--- config.mk ---
export PLATFORM = sky130hd
export DESIGN_NAME = img_rsz_ctrl
export DESIGN_NICKNAME = d
export VERILOG_FILES = /design/src/rtl/img_rsz_ctrl.sv
export SDC_FILE = /design/constraint.sdc
export NUM_CORES = 1
export LEC_CHECK = 0
export BUFFER_PORTS_ARGS = -buffer_cell sky130_fd_sc_hd__buf_4
export CAP_MARGIN = 30
export CELL_PAD_IN_SITES_DETAIL_PLACEMENT = 2
export CELL_PAD_IN_SITES_GLOBAL_PLACEMENT = 2
export CORE_ASPECT_RATIO = 0.75
export CORE_UTILIZATION = 31
export CTS_BUF_LIST = sky130_fd_sc_hd__clkbuf_8 sky130_fd_sc_hd__clkbuf_16
export CTS_CLUSTER_SIZE = 25
export DETAILED_ROUTE_END_ITERATION = 10
export PLACE_DENSITY_LB_ADDON = 0.1
export SYNTH_ARGS = -nofsm -noshare
export SYNTH_HDL_FRONTEND = slang
export SYNTH_SLANG_ARGS = --single-unit
--- constraint.sdc ---
create_clock -name clk -period 3.6 [get_ports clk]
set_input_delay 0.72 -clock clk [delete_from_list [all_inputs] [get_ports clk]]
set_output_delay 0.72 -clock clk [all_outputs]
set_load 0.01 [all_outputs]
--- src/rtl/img_rsz_ctrl.sv ---
// Sequencer for a block-averaging downscaler: walks a (32<<w) x (32<<h) source frame, then divides and forwards 32x32 block sums.
// Optional macro IMG_RSZ_CTRL_CFG_CHECK_EN: reject shifts above 5 with a sticky cfg_err instead of saturating them.
module img_rsz_ctrl #(
    parameter int IMG_WIDTH_IDX_W      = 10,
    parameter int IMG_HEIGHT_IDX_W     = 10,
    parameter int RSZ_IMG_WIDTH_IDX_W  = 5,
    parameter int RSZ_IMG_HEIGHT_IDX_W = 5
) (
    input  logic                            clk,
    input  logic                            rst_n,
    input  logic                            i_cfg_start,
    input  logic                            i_cfg_abort,
    input  logic [2:0]                      i_cfg_w_shft,
    input  logic [2:0]                      i_cfg_h_shft,
    input  logic                            i_pxl_vld,
    output logic                            o_pxl_rdy,
    output logic                            o_acc_en,
    output logic                            o_acc_first,
    output logic [RSZ_IMG_WIDTH_IDX_W-1:0]  o_acc_blk_x,
    output logic [RSZ_IMG_HEIGHT_IDX_W-1:0] o_acc_blk_y,
    output logic                            o_div_start,
    output logic [3:0]                      o_div_shft,
    input  logic                            i_div_done,
    output logic [RSZ_IMG_WIDTH_IDX_W-1:0]  o_div_blk_x,
    output logic [RSZ_IMG_HEIGHT_IDX_W-1:0] o_div_blk_y,
    output logic                            o_rsz_vld,
    input  logic                            i_rsz_rdy,
    output logic                            o_busy,
    output logic                            o_frame_done,
    output logic                            o_cfg_err
);

    typedef enum logic [2:0] {
        IDLE,
        ACCUM,
        DIV_REQ,
        DIV_WAIT,
        FWD
    } StateT;

    StateT                           r_state;
    StateT                           w_stateNxt;
    logic [IMG_WIDTH_IDX_W-1:0]      r_col;
    logic [IMG_WIDTH_IDX_W-1:0]      w_colNxt;
    logic [IMG_HEIGHT_IDX_W-1:0]     r_row;
    logic [IMG_HEIGHT_IDX_W-1:0]     w_rowNxt;
    logic [2:0]                      r_wShft;
    logic [2:0]                      w_wShftNxt;
    logic [2:0]                      r_hShft;
    logic [2:0]                      w_hShftNxt;
    logic [RSZ_IMG_WIDTH_IDX_W-1:0]  r_blkX;
    logic [RSZ_IMG_WIDTH_IDX_W-1:0]  w_blkXNxt;
    logic [RSZ_IMG_HEIGHT_IDX_W-1:0] r_blkY;
    logic [RSZ_IMG_HEIGHT_IDX_W-1:0] w_blkYNxt;

    logic                            w_accept;
    logic                            w_startOk;
    logic                            w_colLast;
    logic                            w_rowLast;
    logic                            w_colLow;
    logic                            w_rowLow;
    logic                            w_blkXLast;
    logic                            w_blkYLast;
    logic [2:0]                      w_wShftSat;
    logic [2:0]                      w_hShftSat;

    assign w_wShftSat = (i_cfg_w_shft > 3'd5) ? 3'd5 : i_cfg_w_shft;
    assign w_hShftSat = (i_cfg_h_shft > 3'd5) ? 3'd5 : i_cfg_h_shft;

`ifdef IMG_RSZ_CTRL_CFG_CHECK_EN
    logic w_cfgBad;
    logic r_cfgErr;

    assign w_cfgBad  = (i_cfg_w_shft > 3'd5) || (i_cfg_h_shft > 3'd5);
    assign w_startOk = i_cfg_start && !w_cfgBad;

    // Sticky until the next start request that is actually taken in IDLE.
    always_ff @(posedge clk or negedge rst_n) begin
        if (!rst_n) begin
            r_cfgErr <= 1'b0;
        end else if ((r_state == IDLE) && i_cfg_start && !i_cfg_abort) begin
            r_cfgErr <= w_cfgBad;
        end
    end

    assign o_cfg_err = r_cfgErr;
`else
    assign w_startOk = i_cfg_start;
    assign o_cfg_err = 1'b0;
`endif

    assign w_accept   = i_pxl_vld && (r_state == ACCUM);
    assign w_colLast  = (r_col == IMG_WIDTH_IDX_W'((32'd32 << r_wShft) - 32'd1));
    assign w_rowLast  = (r_row == IMG_HEIGHT_IDX_W'((32'd32 << r_hShft) - 32'd1));
    assign w_colLow   = ((r_col & IMG_WIDTH_IDX_W'((32'd1 << r_wShft) - 32'd1)) == '0);
    assign w_rowLow   = ((r_row & IMG_HEIGHT_IDX_W'((32'd1 << r_hShft) - 32'd1)) == '0);
    assign w_blkXLast = (r_blkX == '1);
    assign w_blkYLast = (r_blkY == '1);

    always_ff @(posedge clk or negedge rst_n) begin
        if (!rst_n) begin
            r_state <= IDLE;
            r_col   <= '0;
            r_row   <= '0;
            r_wShft <= '0;
            r_hShft <= '0;
            r_blkX  <= '0;
            r_blkY  <= '0;
        end else begin
            r_state <= w_stateNxt;
            r_col   <= w_colNxt;
            r_row   <= w_rowNxt;
            r_wShft <= w_wShftNxt;
            r_hShft <= w_hShftNxt;
            r_blkX  <= w_blkXNxt;
            r_blkY  <= w_blkYNxt;
        end
    end

    always_comb begin
        w_stateNxt = r_state;
        w_colNxt   = r_col;
        w_rowNxt   = r_row;
        w_wShftNxt = r_wShft;
        w_hShftNxt = r_hShft;
        w_blkXNxt  = r_blkX;
        w_blkYNxt  = r_blkY;

        case (r_state)
            IDLE: begin
                if (w_startOk) begin
                    w_stateNxt = ACCUM;
                    w_wShftNxt = w_wShftSat;
                    w_hShftNxt = w_hShftSat;
                    w_colNxt   = '0;
                    w_rowNxt   = '0;
                    w_blkXNxt  = '0;
                    w_blkYNxt  = '0;
                end
            end
            // Raster walk; both counters wrap to 0 on the last pixel so they read 0 outside ACCUM.
            ACCUM: begin
                if (w_accept) begin
                    if (w_colLast) begin
                        w_colNxt = '0;
                        if (w_rowLast) begin
                            w_rowNxt   = '0;
                            w_stateNxt = DIV_REQ;
                            w_blkXNxt  = '0;
                            w_blkYNxt  = '0;
                        end else begin
                            w_rowNxt = r_row + IMG_HEIGHT_IDX_W'(1);
                        end
                    end else begin
                        w_colNxt = r_col + IMG_WIDTH_IDX_W'(1);
                    end
                end
            end
            DIV_REQ: begin
                w_stateNxt = DIV_WAIT;
            end
            DIV_WAIT: begin
                if (i_div_done) begin
                    w_stateNxt = FWD;
                end
            end
            FWD: begin
                if (i_rsz_rdy) begin
                    if (w_blkXLast && w_blkYLast) begin
                        w_stateNxt = IDLE;
                        w_blkXNxt  = '0;
                        w_blkYNxt  = '0;
                    end else begin
                        w_stateNxt = DIV_REQ;
                        if (w_blkXLast) begin
                            w_blkXNxt = '0;
                            w_blkYNxt = r_blkY + RSZ_IMG_HEIGHT_IDX_W'(1);
                        end else begin
                            w_blkXNxt = r_blkX + RSZ_IMG_WIDTH_IDX_W'(1);
                        end
                    end
                end
            end
            default: begin
                w_stateNxt = IDLE;
            end
        endcase

        if (i_cfg_abort) begin
            w_stateNxt = IDLE;
            w_colNxt   = '0;
            w_rowNxt   = '0;
            w_blkXNxt  = '0;
            w_blkYNxt  = '0;
        end
    end

    // acc_first is qualified by ACCUM so the cleared counters do not flag it while idle.
    assign o_pxl_rdy    = (r_state == ACCUM);
    assign o_acc_en     = i_pxl_vld && o_pxl_rdy;
    assign o_acc_first  = (r_state == ACCUM) && w_colLow && w_rowLow;
    assign o_acc_blk_x  = RSZ_IMG_WIDTH_IDX_W'(r_col >> r_wShft);
    assign o_acc_blk_y  = RSZ_IMG_HEIGHT_IDX_W'(r_row >> r_hShft);
    assign o_div_start  = (r_state == DIV_REQ);
    assign o_div_shft   = (r_state == IDLE) ? 4'd0 : (4'(r_wShft) + 4'(r_hShft));
    assign o_div_blk_x  = r_blkX;
    assign o_div_blk_y  = r_blkY;
    assign o_rsz_vld    = (r_state == FWD);
    assign o_busy       = (r_state != IDLE);
    assign o_frame_done = (r_state == FWD) && i_rsz_rdy && w_blkXLast && w_blkYLast && !i_cfg_abort;

endmodule

==> results.toml, run 1 <==
[clock_network]
cts_tree = "yes"
postCtsSetupBuffers = 0
htreeDepth = 2
ctsLongestPathBuffers = 2
numCtsBuffers = 5
post_cts_resized = 0
root_buffer = "clkbuf_16"
clk_latency_ns = 0.28
clkTransAtPathRegs_ns = 0.06
clock-sinks = 39
cts_hold_buf = 0

[pwr]
seqPwrFrac = 0.229
peakVddDrop_v = 0.0002983
combinationalPowerShare = 0.604
switching_share = 0.4687
p_clk_frac = 0.167
leakage_nw = 1.704
internal_power_mw = 1.395
p_per_area_nw_per_um2 = 695.4
power.switching_mw = 1.231

[cells_and_area]
drive_above_1_share = 0.1827
antenna_cells = 0
fin_nets = 451
syn_to_final_growth_pct = 18.35
postLayoutCellArea_sq_um = 3776

[sta]
rsz0062_at_grt = "false"
tns_ns = 0
setup_violations = 0
worst_pin_slew_ns = 0.7046
fin_crit_ns = 3.291
period_share = 0.9141
worst_slack_ns = 0.3092
hold_violations = 0
finalMaxSlewViolations = 0
maxSlewHeadroom = 0.5267
final.setup_skew_ns = 0.003480
fmax_ghz = 0.3039

[outcome]
status = "finished clean"

[logic_synthesis]
ys_warn_count = 0
synth_ff_type = "dfrtp_1"
yosysSeqAreaShare = 0.3059
netlist_instances = 394
postSynthAreaPerCell_sq_um = 8.098
syn_area_sq_um = 3191
synth.distinct_cells = 57
synth_fp_nets = 419
synth_edf_count = 0
ys_seq_elements = 39
synthArstFlopShare = 1.000

[worst_setup_path]
cp.arrival_ns = 3.47
start_kind = "register"
slowest_delay_ns = 0.51
cp_slowest_cell = "o21ai_1"
worstPathCellList = "or3_1, ha_1, or4b_1, o211ai_1, xor2_1, o21ai_1, buf_4, nand4_1, xor2_1, nor2_1"
reg2reg_setup_slack_ns = 0.31
cpMostUsedCell = "xor2_1"
crit_fanout = 12
required_ns = 3.77
criticalPathCategory = "reg -> reg"
endpoint_kind = "register"

[placed_design]
routabilityCongestion = 0.7820
pre_cts_ws_ns = 0.3434
placed_area_sq_um = 3631
dp_hpwl_um = 7395
port_buffers = 43

[route]
drc_errors = 0
viasPerCell = 5.397
dr.first_iter.drc_count = 119
num_vias = 3017
avgRoutedWirePerCell_um = 17.92
drtPass1Iterations = 4
antenna_left = 0
wirelength_um = 10020

[floorplanning]
initial_utilization = 0.3251
die_width_um = 119.1
die_y_um = 89.86
dieArea_sq_um = 10710
core_sq_um = 9813
rows = 31
boundaryPins = 45

[min_path]
hp-class = "in -> async"

[global_routing]
grt_start_max_net_pins = 40
grt_pass1_wl_um = 16480
overflow = 0
grt.total_usage = 0.1938
antenna_found_initial = 0
grt_pass1_vias = 3068

[job]
drv_cap = 0
## registers in the layout (all words and copies together), names as in the netlist
name,cells
o_div_blk_x,5
o_div_blk_y,5
r_col,10
r_hShft,3
r_row,10
r_state,3
r_wShft,3
## final timing paths
| kind | from | end | cells past startpoint |
|---|---|---|---|
| max | r_wShft[1]$_DFFE_PN0P_ | r_row[9]$_DFFE_PN0P_ | 10 |
| max in group asynchronous | rst_n | r_row[8]$_DFFE_PN0P_ | 1 |
| min | rst_n | r_col[5]$_DFFE_PN0P_ | 1 |
| min reg2reg | o_div_blk_x[4]$_DFFE_PN0P_ | o_div_blk_x[4]$_DFFE_PN0P_ | 2 |
| min in group clk | o_div_blk_x[4]$_DFFE_PN0P_ | o_div_blk_x[4]$_DFFE_PN0P_ | 2 |
| max reg2reg | r_wShft[1]$_DFFE_PN0P_ | r_row[9]$_DFFE_PN0P_ | 10 |
## logic make-up after synthesis
logic type / synth area share
simple gates: 0.2749
fa+ha+maj: 0.04941
other cells: 0.001175
compound gates: 0.1518
xor+xnor: 0.07686
flops: 0.3059
buf+inv: 0.04667
mux: 0.09333
## metrics by stage
step	hold WS, ns	total power, mW	cells	utilization
3_3_place_gp	0.5155	2.144	550	0.3700
2_1_floorplan	0.4244	1.663	394	-
5_1_grt	0.4650	2.831	559	0.3848
3_5_place_dp	0.5316	2.189	550	0.3700
4_1_cts	0.4496	2.639	558	0.3840
6_report	0.4140	2.626	559	0.3848
## area by class of cell
cell class / instances / area (sq um)
Sequential cell: 39 / 975.9
Fill cell: 1138 / 6037
Multi-Input combinational cell: 319 / 2066
Inverter: 7 / 26.28
Timing Repair Buffer: 54 / 405.4
Clock inverter: 3 / 12.51
Tap cell: 132 / 165.2
Clock buffer: 5 / 125.1
## power groups by stage
stage / combinational, mW / clock (mW) / sequential, mW
after floorplan: 1.12 / 0 / 0.543
after detailed placement: 1.58 / 0 / 0.610
after global placement: 1.54 / 0 / 0.601
after CTS: 1.59 / 0.447 / 0.602
after global routing: 1.75 / 0.462 / 0.616
final: 1.59 / 0.439 / 0.602
## layer usage
layer  part of all wire  track usage  wire [um]  up-vias
met5                  0            0          0        -
met4             0.0079      0.04114         79        0
met3              0.023      0.02221        235        7
met2               0.43       0.2951       4347       52
met1               0.53       0.2917       5355     1513
li1                   -            -          -     1445
## critical path, delay by kind of cell, from the launching register on
kind / cells / cell delay (ns)
flip-flops: 1 / 0.48
AO/OA/AOI/OAI: 2 / 0.65
buffers and inverters: 1 / 0.28
adder cells (fa/ha/maj): 1 / 0.31
AND/OR/NAND/NOR: 4 / 1.07
XOR/XNOR: 2 / 0.37
## cells in the mapped netlist (3+ instances only)
| master | count | area (sq um) |
|---|---|---|
| or3_1 | 5 | 31.28 |
| xor2_1 | 22 | 192.7 |
| mux2_2 | 9 | 101.4 |
| dfrtp_1 | 39 | 975.9 |
| nand2b_1 | 9 | 56.30 |
| nand3b_1 | 3 | 22.52 |
| nor2b_1 | 7 | 43.79 |
| and4_1 | 3 | 26.28 |
| nand3_1 | 20 | 100.1 |
| and3_1 | 6 | 37.54 |
| nand2_1 | 47 | 176.4 |
| o31ai_1 | 4 | 30.03 |
| nor2_1 | 46 | 172.7 |
| a21oi_1 | 15 | 75.07 |
| xnor2_1 | 6 | 52.55 |
| nand4_1 | 10 | 62.56 |
| nor3b_1 | 3 | 22.52 |
| ha_1 | 11 | 137.6 |
| inv_1 | 5 | 18.77 |
| mux2i_1 | 14 | 140.1 |
| o21ai_1 | 7 | 35.03 |
| o211ai_1 | 5 | 37.54 |
| a31oi_1 | 4 | 25.02 |
| clkbuf_1 | 22 | 82.58 |
| nor3_1 | 5 | 25.02 |
| o21ai_0 | 25 | 125.1 |
| buf_1 | 3 | 11.26 |
## layout by cell type, fill, tap and decap left out, types with 2 or more instances in the layout
cell type and count:
o21bai_1 2, and4_1 3, a21o_1 2, nand3_1 20, nor3b_1 3, dfrtp_1 39
nand4_1 10, or3_1 5, a21oi_1 15, xor2_1 22, o31ai_1 4, o21ai_0 25
nand2_1 47, inv_1 7, nor3_1 5, mux4_2 2, and3_1 6, mux2i_1 14
a31oi_1 4, ha_1 11, nand3b_1 3, clkbuf_16 5, xnor2_1 6, o211ai_1 5
or4b_1 2, or2_1 2, mux2_2 9, o22a_1 2, o22ai_1 2, nor2_1 46
o21ai_1 7, nand2b_1 9, nor2b_1 7, buf_4 53, clkinv_1 2
No activity file was read; power rests on OpenSTA's default activity.
==> run 2: changes to the inputs <==
MAX_ROUTING_LAYER = met4   (was unset)
==> run 2 against run 1 <==
Net effect: sequential cell count is the same; clock skew is essentially flat; global-route usage grew 0.57 points; combinational power is essentially flat; routed wire length shrank 0.30%; final cell count is the same; worst setup slack gained 0.0046 ns; first-iteration DRC count shrank 2.5%; critical path depth shrank 2; register-to-register slack is essentially flat; non-clock buffer count is the same; critical path type is now reg -> out; critical endpoint is now o_acc_first; largest cell class unchanged.
==> results.toml, run 2 (synthesized netlist as in run 1, its figures left out) <==
[pwr]
power.switching_mw = 1.228
seqPwrFrac = 0.230
internal_power_mw = 1.395
combinationalPowerShare = 0.604
switching_share = 0.4682
p_clk_frac = 0.166
leakage_nw = 1.704
peakVddDrop_v = 0.0002998
p_per_area_nw_per_um2 = 694.7
total_power_mw = 2.623

[sta]
worst_pin_slew_ns = 0.7052
hold_violations = 0
finalMaxSlewViolations = 0
maxSlewHeadroom = 0.5263
fin_crit_ns = 3.286
rsz0062_at_grt = "false"
tns_ns = 0
period_share = 0.9128
fmax_ghz = 0.3043
setup_violations = 0
final.setup_skew_ns = 0.003649

[worst_setup_path]
start_kind = "register"
criticalPathCategory = "reg -> out"
critPathCapture = "o_acc_first"
required_ns = 2.88
timing.rr.start = "r_wShft[1]$_DFFE_PN0P_"
endpoint_kind = "primary output"
worstRegToRegCells = 10
crit_fanout = 9
reg2reg_setup_slack_ns = 0.32
r2r-end = "r_row[3]$_DFFE_PN0P_"
worstSetupStartpoint = "r_wShft[1]$_DFFE_PN0P_"
cp.arrival_ns = 2.57

[cells_and_area]
instances_no_fill = 559
most-common-layout-cells = "buf_4, nand2_1, nor2_1"
fin_nets = 451
largestRegisters = "r_col x10, r_row x10"
antenna_cells = 0
syn_to_final_growth_pct = 18.35
drive_above_1_share = 0.1827
postLayoutCellArea_sq_um = 3776
mostFrequentLayoutCell = "buf_4"

[placed_design]
dp_hpwl_um = 7395
routabilityCongestion = 0.7928
placed_area_sq_um = 3631
port_buffers = 43
dp_cells = 550

[clock_network]
post_cts_resized = 0
ctsLongestPathBuffers = 2
cts_tree = "yes"
clk_latency_ns = 0.28
htreeDepth = 2
cts_hold_buf = 0
clock-sinks = 39
numCtsBuffers = 5
root_buffer = "clkbuf_16"
postCtsSetupBuffers = 0
clkTransAtPathRegs_ns = 0.06

[floorplanning]
initial_utilization = 0.3251
dieArea_sq_um = 10710
core_sq_um = 9813
boundaryPins = 45
die_y_um = 89.86
die_width_um = 119.1
rows = 31

[min_path]
hp-class = "in -> async"

[global_routing]
grt_start_max_net_pins = 40
grt.total_usage = 0.1995
grt_pass1_vias = 3064
antenna_found_initial = 0
overflow = 0
grt_pass1_wl_um = 16490

[route]
antenna_left = 0
drtPass1Iterations = 4
dr.first_iter.drc_count = 116
num_vias = 3002
wirelength_um = 9987
avgRoutedWirePerCell_um = 17.87
viasPerCell = 5.370
drc_errors = 0

[outcome]
status = "finished clean"

[job]
drv_cap = 0
## run 2: stage by stage
| stage | utilization | setup slack [ns] | hold WS [ns] |
|---|---|---|---|
| floorplan | - | 0.2059 | 0.4244 |
| global placement | 0.3700 | 0.4302 | 0.5155 |
| detailed placement | 0.3700 | 0.3434 | 0.5316 |
| CTS | 0.3840 | 0.3098 | 0.4496 |
| global route | 0.3848 | 0.04751 | 0.4650 |
| finish | 0.3848 | 0.3138 | 0.4129 |
## run 2: power by group through the flow
stage | clock, mW | combinational (mW) | sequential, mW
detailed placement | 0 | 1.58 | 0.610
global placement | 0 | 1.54 | 0.601
global route | 0.462 | 1.75 | 0.616
floorplan | 0 | 1.12 | 0.543
finish | 0.436 | 1.58 | 0.603
CTS | 0.447 | 1.59 | 0.602
## run 2: layout make-up
type / count / area [sq um]
clock buffers: 5 / 125.1
clock inverters: 3 / 12.51
fillers: 1138 / 6037
inverters: 7 / 26.28
multi-input cells: 319 / 2066
flip-flops and latches: 39 / 975.9
well taps: 132 / 165.2
repair buffers: 54 / 405.4
## run 2: worst min-delay path by stage
stage,start,to,slack [ns]
after floorplan,rst_n,o_div_blk_x[0]$_DFFE_PN0P_,0.42
after global placement,o_div_blk_y[3]$_DFFE_PN0P_,o_div_blk_y[3]$_DFFE_PN0P_,0.52
after detailed placement,o_div_blk_y[3]$_DFFE_PN0P_,o_div_blk_y[3]$_DFFE_PN0P_,0.53
after CTS,rst_n,r_state[2]$_DFFE_PN0P_,0.45
after global routing,rst_n,r_state[2]$_DFFE_PN0P_,0.47
final,rst_n,r_col[5]$_DFFE_PN0P_,0.41
## run 2: worst max-delay path, stage by stage, from the launching register on
cell and delay (ns):
dfrtp_1 0.48, or3_1 0.40, ha_1 0.31, or4b_1 0.50
o211ai_1 0.14, a21oi_1 0.13, nand3_1 0.11, a21oi_1 0.06
buf_4 0.16
## run 2: per-layer routing
metal | share of wire | global-route usage
met5 | 0 | -
met4 | 0.0082 | 0.04114
met3 | 0.022 | 0.02157
met2 | 0.44 | 0.2951
met1 | 0.53 | 0.2921
==> run 3: changes to the inputs <==
CORE_ASPECT_RATIO = unset   (was 0.75)
==> run 3 against run 2 <==
Net effect: maximum frequency is 1.4% higher; hold slack worse by 0.0092 ns; final cell count is 0.18% higher; total power is 5.1% lower; via count is 1.3% higher; critical endpoint unchanged; combinational power hardly changed; sequential share of layout area is 0.38 points higher; global-route usage is 1.1 points higher; largest power group unchanged; die area hardly changed.
==> results.toml, run 3 (synthesized netlist as in run 1, its figures left out) <==
[outcome]
status = "finished clean"

[job]
drv_cap = 0

[worst_setup_path]
required_ns = 2.88
endpoint_kind = "primary output"
crit_fanout = 18
worstRegToRegCells = 11
timing.rr.start = "r_wShft[1]$_DFFE_PN0P_"
r2r-end = "o_div_blk_x[3]$_DFFE_PN0P_"
start_kind = "register"
reg2reg_setup_slack_ns = 0.41
cp.arrival_ns = 2.52
criticalPathCategory = "reg -> out"

[route]
avgRoutedWirePerCell_um = 18.19
num_vias = 3042
viasPerCell = 5.432
dr.first_iter.drc_count = 49
drtPass1Iterations = 4
drc_errors = 0
antenna_left = 0
wirelength_um = 10190

[floorplanning]
rows = 36
boundaryPins = 45
core_sq_um = 9864
initial_utilization = 0.3234
dieArea_sq_um = 10700
die_width_um = 103.5
die_y_um = 103.5

[cells_and_area]
mostFrequentLayoutCell = "buf_4"
drive_above_1_share = 0.1827
antenna_cells = 0
syn_to_final_growth_pct = 16.63
largestRegisters = "r_col x10, r_row x10"
fin_nets = 451
fillers = 1146
final_util = 0.3772
instances_no_fill = 560
most-common-layout-cells = "buf_4, nand2_1, nor2_1"

[sta]
fmax_ghz = 0.3085
maxSlewHeadroom = 0.3433
period_share = 0.9005
worst_pin_slew_ns = 0.9775
fin_crit_ns = 3.242
finalMaxSlewViolations = 0
final.setup_skew_ns = 0.005426
worst_slack_ns = 0.3583
setup_violations = 0
hold_violations = 0
tns_ns = 0
rsz0062_at_grt = "false"

[clock_network]
ctsLongestPathBuffers = 2
root_buffer = "clkbuf_8"
postCtsSetupBuffers = 0
cts_tree = "yes"
clk_latency_ns = 0.30
cts_hold_buf = 0
clkTransAtPathRegs_ns = 0.09
htreeDepth = 2
numCtsBuffers = 5
post_cts_resized = 0
clock-sinks = 39

[min_path]
hp-class = "in -> async"

[pwr]
peakVddDrop_v = 0.0002739
p_per_area_nw_per_um2 = 668.7
combinationalPowerShare = 0.643
p_clk_frac = 0.123
internal_power_mw = 1.275
power.switching_mw = 1.214
leakage_nw = 1.679
seqPwrFrac = 0.234
switching_share = 0.4878

[placed_design]
pre_cts_ws_ns = 0.3979
dp_cells = 552
dp_hpwl_um = 7477
port_buffers = 43
routabilityCongestion = 0.7563

[global_routing]
grt_pass1_wl_um = 16790
grt.total_usage = 0.2105
grt_start_max_net_pins = 40
overflow = 0
grt_pass1_vias = 3257
antenna_found_initial = 0
-- run 3: cell types whose count changed in the layout (fill, tap and decap cells not counted) --
| cell | change |
|---|---|
| clkbuf_8 | +5 |
| clkbuf_4 | -1 |
| clkbuf_16 | -5 |
| buf_4 | +1 |
-- run 3: layer usage --
metal  GRT usage  up-vias  routed length [um]
li1            -     1442                   -
met1      0.2684     1534                4790
met2      0.3530       53                4979
met3     0.02688       13                 324
met4     0.05200        0                  91
met5           -        -                   0
-- run 3: layout make-up --
class | count | area, sq um | share of cell area
Clock buffer | 5 | 68.82 | 0.01849
Inverter | 7 | 26.28 | 0.007061
Tap cell | 133 | 166.4 | 0.04472
Sequential cell | 39 | 975.9 | 0.2623
Clock inverter | 3 | 12.51 | 0.003362
Timing Repair Buffer | 54 | 405.4 | 0.1089
Multi-Input combinational cell | 319 | 2066 | 0.5551
-- run 3: worst max-delay path by stage --
stage	start	end	slack, ns	cells after the start
floorplan	r_wShft[2]$_DFFE_PN0P_	r_state[0]$_DFFE_PN0P_	0.21	12
global placement	r_wShft[1]$_DFFE_PN0P_	o_div_blk_x[3]$_DFFE_PN0P_	0.52	9
detailed placement	r_wShft[1]$_DFFE_PN0P_	o_div_blk_x[3]$_DFFE_PN0P_	0.40	11
CTS	r_wShft[1]$_DFFE_PN0P_	o_acc_first	0.31	11
global route	r_wShft[1]$_DFFE_PN0P_	o_acc_first	0.15	11
finish	r_wShft[1]$_DFFE_PN0P_	o_acc_first	0.36	10
-- run 3: stage by stage --
step                      power, mW  area (sq um)  hold slack, ns
after floorplan               1.663          3191          0.4244
final                         2.488          3721          0.4037
after global routing          2.718          3721          0.4363
after detailed placement      2.204          3640          0.5118
after CTS                     2.536          3721          0.4233
after global placement        2.150          3640          0.5010
-- run 3: power groups by stage --
| stage | Sequential, mW | Combinational, mW | Clock (mW) |
|---|---|---|---|
| CTS | 0.583 | 1.63 | 0.324 |
| global route | 0.595 | 1.79 | 0.334 |
| floorplan | 0.543 | 1.12 | 0 |
| finish | 0.583 | 1.60 | 0.306 |
| global placement | 0.585 | 1.57 | 0 |
| detailed placement | 0.593 | 1.61 | 0 |
-- run 3: critical path, cell delays in order, from the launching register on --
cell and delay [ns]:
dfrtp_1 0.41, buf_4 0.21, nor2_1 0.15, nand2_1 0.07, ha_1 0.29, or4b_1 0.49
o211ai_1 0.14, a21oi_1 0.12, nand3_1 0.11, a21oi_1 0.06, buf_4 0.16
